==> src/rtl/adder_tree_acc.sv <==
// Pipelined signed adder tree with multi-beat accumulator, bias injection and saturating output.
// Input register + L_TREE tree stages + accumulate + output gives L_TREE+2 cycles of latency.
module adder_tree_acc #(
  parameter int BITSIZE    = 14,
  parameter int NUM_INPUTS = 27,
  parameter int ACC_BITS   = 4,
  parameter int OUT_W      = 21,
  localparam int L_TREE    = $clog2(NUM_INPUTS),
  localparam int TREE_W    = BITSIZE + L_TREE,
  localparam int ACC_W     = TREE_W + ACC_BITS
) (
  input  logic                          clk,
  input  logic                          rst,
  input  logic                          start_adder,
  input  logic [NUM_INPUTS*BITSIZE-1:0] input_numbers,
  input  logic                          acc_first,
  input  logic                          acc_last,
  input  logic [ACC_W-1:0]              bias,
  output logic [OUT_W-1:0]              sum_output,
  output logic                          data_valid,
  output logic                          sat_flag
);

  function automatic int cnt_at(int k);
    int c = NUM_INPUTS;
    for (int i = 0; i < k; i++) c = (c + 1) / 2;
    return c;
  endfunction

  function automatic int off_at(int k);
    int o = 0;
    for (int i = 0; i < k; i++) o += cnt_at(i);
    return o;
  endfunction

  localparam int TOT     = off_at(L_TREE + 1);
  localparam int SUM_IDX = off_at(L_TREE);

  // All tree levels live in one flat array; level k occupies [off_at(k) +: cnt_at(k)].
  // Every node is carried at full TREE_W, so sign extension per level is implicit and exact.
  logic signed [TREE_W-1:0] tree [TOT];

  for (genvar j = 0; j < NUM_INPUTS; j++) begin : g_in
    always_ff @(posedge clk)
      if (!rst) tree[j] <= '0;
      else      tree[j] <= TREE_W'($signed(input_numbers[j*BITSIZE +: BITSIZE]));
  end

  for (genvar k = 1; k <= L_TREE; k++) begin : g_lvl
    for (genvar j = 0; j < cnt_at(k); j++) begin : g_node
      localparam int SRC = off_at(k-1) + 2*j;
      localparam int DST = off_at(k) + j;
      if (2*j + 1 < cnt_at(k-1)) begin : g_add
        always_ff @(posedge clk)
          if (!rst) tree[DST] <= '0;
          else      tree[DST] <= tree[SRC] + tree[SRC+1];
      end else begin : g_pass
        always_ff @(posedge clk)
          if (!rst) tree[DST] <= '0;
          else      tree[DST] <= tree[SRC];
      end
    end
  end

  logic [L_TREE:0]            vld_pipe, first_pipe, last_pipe;
  logic [L_TREE:0][ACC_W-1:0] bias_pipe;

  always_ff @(posedge clk)
    if (!rst) begin
      vld_pipe   <= '0;
      first_pipe <= '0;
      last_pipe  <= '0;
      bias_pipe  <= '0;
    end else begin
      vld_pipe   <= {vld_pipe[L_TREE-1:0], start_adder};
      first_pipe <= {first_pipe[L_TREE-1:0], acc_first};
      last_pipe  <= {last_pipe[L_TREE-1:0], acc_last};
      bias_pipe  <= {bias_pipe[L_TREE-1:0], bias};
    end

  logic signed [TREE_W-1:0] tree_sum;
  logic signed [ACC_W-1:0]  tree_ext, acc;
  logic                     acc_vld;

  assign tree_sum = tree[SUM_IDX];
  assign tree_ext = ACC_W'(tree_sum);

  always_ff @(posedge clk)
    if (!rst) begin
      acc     <= '0;
      acc_vld <= 1'b0;
    end else begin
      acc_vld <= vld_pipe[L_TREE] & last_pipe[L_TREE];
      if (vld_pipe[L_TREE])
        acc <= first_pipe[L_TREE] ? tree_ext + $signed(bias_pipe[L_TREE]) : acc + tree_ext;
    end

  logic [OUT_W-1:0] clamp_val;
  logic             clamp_hit;

  if (OUT_W < ACC_W) begin : g_clamp
    localparam logic signed [ACC_W-1:0] SAT_MAX = {{(ACC_W-OUT_W+1){1'b0}}, {(OUT_W-1){1'b1}}};
    localparam logic signed [ACC_W-1:0] SAT_MIN = {{(ACC_W-OUT_W+1){1'b1}}, {(OUT_W-1){1'b0}}};
    always_comb begin
      clamp_hit = 1'b0;
      clamp_val = acc[OUT_W-1:0];
      if (acc > SAT_MAX) begin
        clamp_hit = 1'b1;
        clamp_val = SAT_MAX[OUT_W-1:0];
      end else if (acc < SAT_MIN) begin
        clamp_hit = 1'b1;
        clamp_val = SAT_MIN[OUT_W-1:0];
      end
    end
  end else begin : g_noclamp
    always_comb begin
      clamp_hit = 1'b0;
      clamp_val = OUT_W'(acc);
    end
  end

  always_ff @(posedge clk)
    if (!rst) begin
      sum_output <= '0;
      data_valid <= 1'b0;
      sat_flag   <= 1'b0;
    end else begin
      data_valid <= acc_vld;
      sat_flag   <= acc_vld & clamp_hit;
      if (acc_vld) sum_output <= clamp_val;
    end

endmodule

==> config.mk <==
export PLATFORM = sky130hd
export DESIGN_NAME = adder_tree_acc
export DESIGN_NICKNAME = d
export VERILOG_FILES = /design/src/rtl/adder_tree_acc.sv
export SDC_FILE = /design/constraint.sdc
export NUM_CORES = 2
export LEC_CHECK = 0
export BUFFER_PORTS_ARGS = -buffer_cell sky130_fd_sc_hd__clkbuf_2
export CAP_MARGIN = 5
export CORE_ASPECT_RATIO = 1.2
export CORE_UTILIZATION = 60
export CTS_CLUSTER_DIAMETER = 40
export DETAILED_ROUTE_END_ITERATION = 10
export PLACE_DENSITY = 0.87
export RECOVER_POWER = 25
export SETUP_SLACK_MARGIN = 0.3
export SYNTH_ARGS = -nofsm -noshare
export SYNTH_HDL_FRONTEND = slang
export SYNTH_SLANG_ARGS = --single-unit
==> constraint.sdc <==
create_clock -name clk -period 4.3 [get_ports clk]
set_input_delay 0.215 -clock clk [delete_from_list [all_inputs] [get_ports clk]]
set_output_delay 0.215 -clock clk [all_outputs]
set_load 0.02 [all_outputs]
==> summary.txt <==
Worst hold path
  – Worst hold-check path type: in2reg
  – Startpoint of the lowest-slack hold path: input_numbers[301]
  – Worst Hold End: tree[21][7]
  – Worst Hold Path Cells: 3

Synthesis
  – Post-synth cell types: 70
  – Share of Yosys cell area claimed by the top area cell type: 0.450
  – Post-synth top area cell: sky130_fd_sc_hd__dfxtp_1
  – Flop and latch count out of synthesis: 1,108
  – Ranking of synthesized cells by area: sky130_fd_sc_hd__dfxtp_1, sky130_fd_sc_hd__ha_1, sky130_fd_sc_hd__and2_1
  – Netlist area before placement: 49,300 µm²
  – Proportion of synthesized flip-flops having asynchronous set or reset: 0
  – Number of nets in the synthesized netlist: 6,000
  – Most used flip-flop cell after synthesis: sky130_fd_sc_hd__dfxtp_1
  – Most common cell in the synthesized netlist: sky130_fd_sc_hd__dfxtp_1
  – Mean post-synth cell area: 9.62 µm²
  – Proportion of synthesized chip area in sequential cells: 0.450
  – Most frequent cells after synthesis: sky130_fd_sc_hd__dfxtp_1, sky130_fd_sc_hd__and2_1, sky130_fd_sc_hd__ha_1, sky130_fd_sc_hd__nor2_1, sky130_fd_sc_hd__a21oi_1
  – Number of flops mapped to enable cells by yosys: 0
  – Syn. warnings: 0
  – Syn Inst Count: 5,129

Timing
  – Setup TNS after final layout: 0 ns
  – Layout Skew: 0.0299 ns
  – Number of setup violations in the final report: 0
  – Share of the clock period used by the worst path: 0.771
  – Final critical delay including setup and external delays: 3.32 ns
  – Max Freq: 301 MHz
  – RSZ-0062 raised after global routing: false
  – Final worst hold slack: 0.225 ns
  – Count of final hold-check violations: 0
  – Transition time at the pin with the least slew margin: 2.41 ns
  – Final Max Slew Viols: 501
  – Worst slew slack as a fraction of its limit: -0.609

Worst setup path
  – Internal reg-to-reg setup slack: 1.00 ns
  – Terminus of the critical flop-to-flop path: acc[22]
  – Critical Path Source Type: input pin
  – Critical path data arrival time: 3.95 ns
  – CP max FO: 263
  – Critical Path RT: 4.93 ns
  – Startpoint of the most critical register-to-register path: first_pipe[5]
  – Type of destination of the critical path: register
  – Setup Crit Path Kind: in2reg
  – Logic depth of the worst register-to-register path: 11

Cells and area
  – Area occupied by registers: 22,200 µm²
  – Nets: 6,842
  – Multi-input gate area in the final layout: 26,000 µm²
  – Number of fill cells: 5,045
  – Fraction of final layout cells sized beyond drive strength 1: 0.114
  – Layout area overhead: 23.8%

Routing
  – Total number of vias: 41.9k
  – Vias per Instance: 5.87
  – TritonRoute pass-1 iters: 7
  – DRT antenna net count: 0
  – DRC Markers: 0
  – DR WL/cell: 20.3 µm
  – Total Routed Length: 145 mm
  – Initial detailed-routing violation count: 3,373

Run
  – Max cap viols: 2

Clock tree
  – Clock tree from TritonCTS: done
  – Worst-Skew Late Latency: 0.73 ns
  – Clock-pin slew reported for the worst setup and hold paths after clock tree synthesis: 0.07 ns
  – Clock tree root driver cell: sky130_fd_sc_hd__clkbuf_16
  – Number of buffers added for setup after CTS: 0
  – CTS max path bufs: 3
  – H-tree lvl count: 4
  – Post-cts resize count: 0
  – Number of CTS-inserted buffers: 132
  – Clock Sink Count: 1,108

GRT
  – Number of global-route vias before repair: 43.1k
  – GRT Util Overall: 0.344
  – Maximum number of pins on one net before global-route repair: 264
  – First-pass GRT wire length: 227 mm
  – Met1 track demand over resource in global routing: 0.365
  – GR Util met2: 0.592
  – Initial antenna violation count: 28
  – Busiest layer in global routing: met2
  – Met3 layer usage reported by global route: 0.0787
  – Final global-route overflow total: 0

Die
  – Count of standard-cell rows: 114
  – Core Footprint: 81,000 µm²
  – Die width: 264 µm
  – Die outline height: 316 µm
  – Die ar.: 83,400 µm²
  – Starting utilization of the core area: 0.609
  – Count of boundary I/O pins: 429

Pwr
  – Cell Pwr Density: 447 nW/µm²
  – Leakage power: 0.0279 µW
  – Worst ir drop on vdd: 0.000479 V

Place
  – Placed wire-length estimate: 79.4 mm
  – PortBufs: 428
  – RePlAce Congestion: 0.911

Outcome
  – Status: complete, but fails checks
  – Violated checks: capacitance limit, slew limit
logic make-up after synthesis:
kind of cell,Yosys count,synth area share
flip-flops,1108,0.450
XOR/XNOR,231,0.0410
adder cells (fa/ha/maj),465,0.122
multiplexers,69,0.0145
buffers and inverters,310,0.0236
AND/OR/NAND/NOR,1838,0.200
AO/OA/AOI/OAI,1108,0.149
per-layer routing:
| metal | part of all wire | up-vias |
|---|---|---|
| met5 | 0.00081 | - |
| met4 | 0.083 | 18 |
| met3 | 0.063 | 899 |
| met2 | 0.49 | 2069 |
| met1 | 0.37 | 19344 |
| li1 | - | 19572 |
where the power goes:
part           internal [µW]  leakage (µW)  switching (µW)
Combinational           1950        0.0166            2400
Clock                   6680       0.00217            4700
Sequential             11100       0.00916             424
sequential cells by signal (all words and copies together) (netlist names):
| name | flops |
|---|---|
| sum_output | 21 |
| last_pipe | 6 |
| tree | 905 |
| vld_pipe | 6 |
| acc_vld | 1 |
| sat_flag | 1 |
| acc | 23 |
| data_valid | 1 |
| bias_pipe | 138 |
| first_pipe | 6 |
per-stage QoR:
step	cell area, µm²	setup WS, ns	instances	utilization	power (µW)
floorplan	49300	1.29	5129	-	14400
global placement	52300	0.952	6457	0.646	15400
detailed placement	52300	0.912	6457	0.646	15500
CTS	61000	0.889	7121	0.754	26900
global route	61000	0.686	7132	0.753	28200
finish	61000	0.983	7143	0.754	27300
critical path, stage by stage:
cell and delay [ns]:
sky130_fd_sc_hd__dlygate4sd3_1 0.57, sky130_fd_sc_hd__buf_8 0.44, sky130_fd_sc_hd__clkbuf_4 1.62, sky130_fd_sc_hd__nand2_1 0.38, sky130_fd_sc_hd__mux2i_1 0.35
final cells by class:
| type | count | area share |
|---|---|---|
| multi-input combinational | 3711 | 0.426 |
| sequential | 1108 | 0.363 |
| timing repair buffer | 863 | 0.106 |
| clock buffer | 169 | 0.0606 |
| tap | 1044 | 0.0214 |
| clock inverter | 71 | 0.0125 |
| inverter | 155 | 0.00965 |
| antenna | 22 | 0.000902 |
placed cells by master, fill, tap and decap left out, drive strengths merged, types with 12 or more instances in the layout:
master and instances:
nand3b 30, dlygate4sd3 424, nor2 362, mux2 21, nor2b 91, xor2 122
a211o 15, fa 27, ha 438, diode 22, a31o 27, o31ai 33
clkbuf 598, a31oi 35, nand3 53, o21bai 80, or3 25, o21a 102
o211ai 33, a211oi 32, a21boi 21, nand4 30, nor3b 60, xnor2 109
a21oi 290, a2111oi 12, dfxtp 1108, and3 59, nand2 224, inv 177
mux2i 48, clkinv 30, o21ai 180, o221ai 13, and2 604, a21o 158
o311ai 17, nand2b 92, nor3 185
timing repair:
action                     4_1_cts  5_1_grt
setup endpoints to repair        0        0
hold buffers                   424        0
hold endpoints to repair       437        0
how the worst max path moves through the flow:
stage / start / to / slack [ns] / depth (start not counted)
after floorplan: first_pipe[5] / acc[16] / 1.29 / 13
after global placement: first_pipe[5] / acc[22] / 0.95 / 11
after detailed placement: first_pipe[5] / acc[22] / 0.91 / 11
after CTS: first_pipe[5] / acc[22] / 0.89 / 11
after global routing: rst / tree[32][18] / 0.69 / 5
final: rst / tree[31][11] / 0.98 / 5
(Power assumes the default switching activity.)
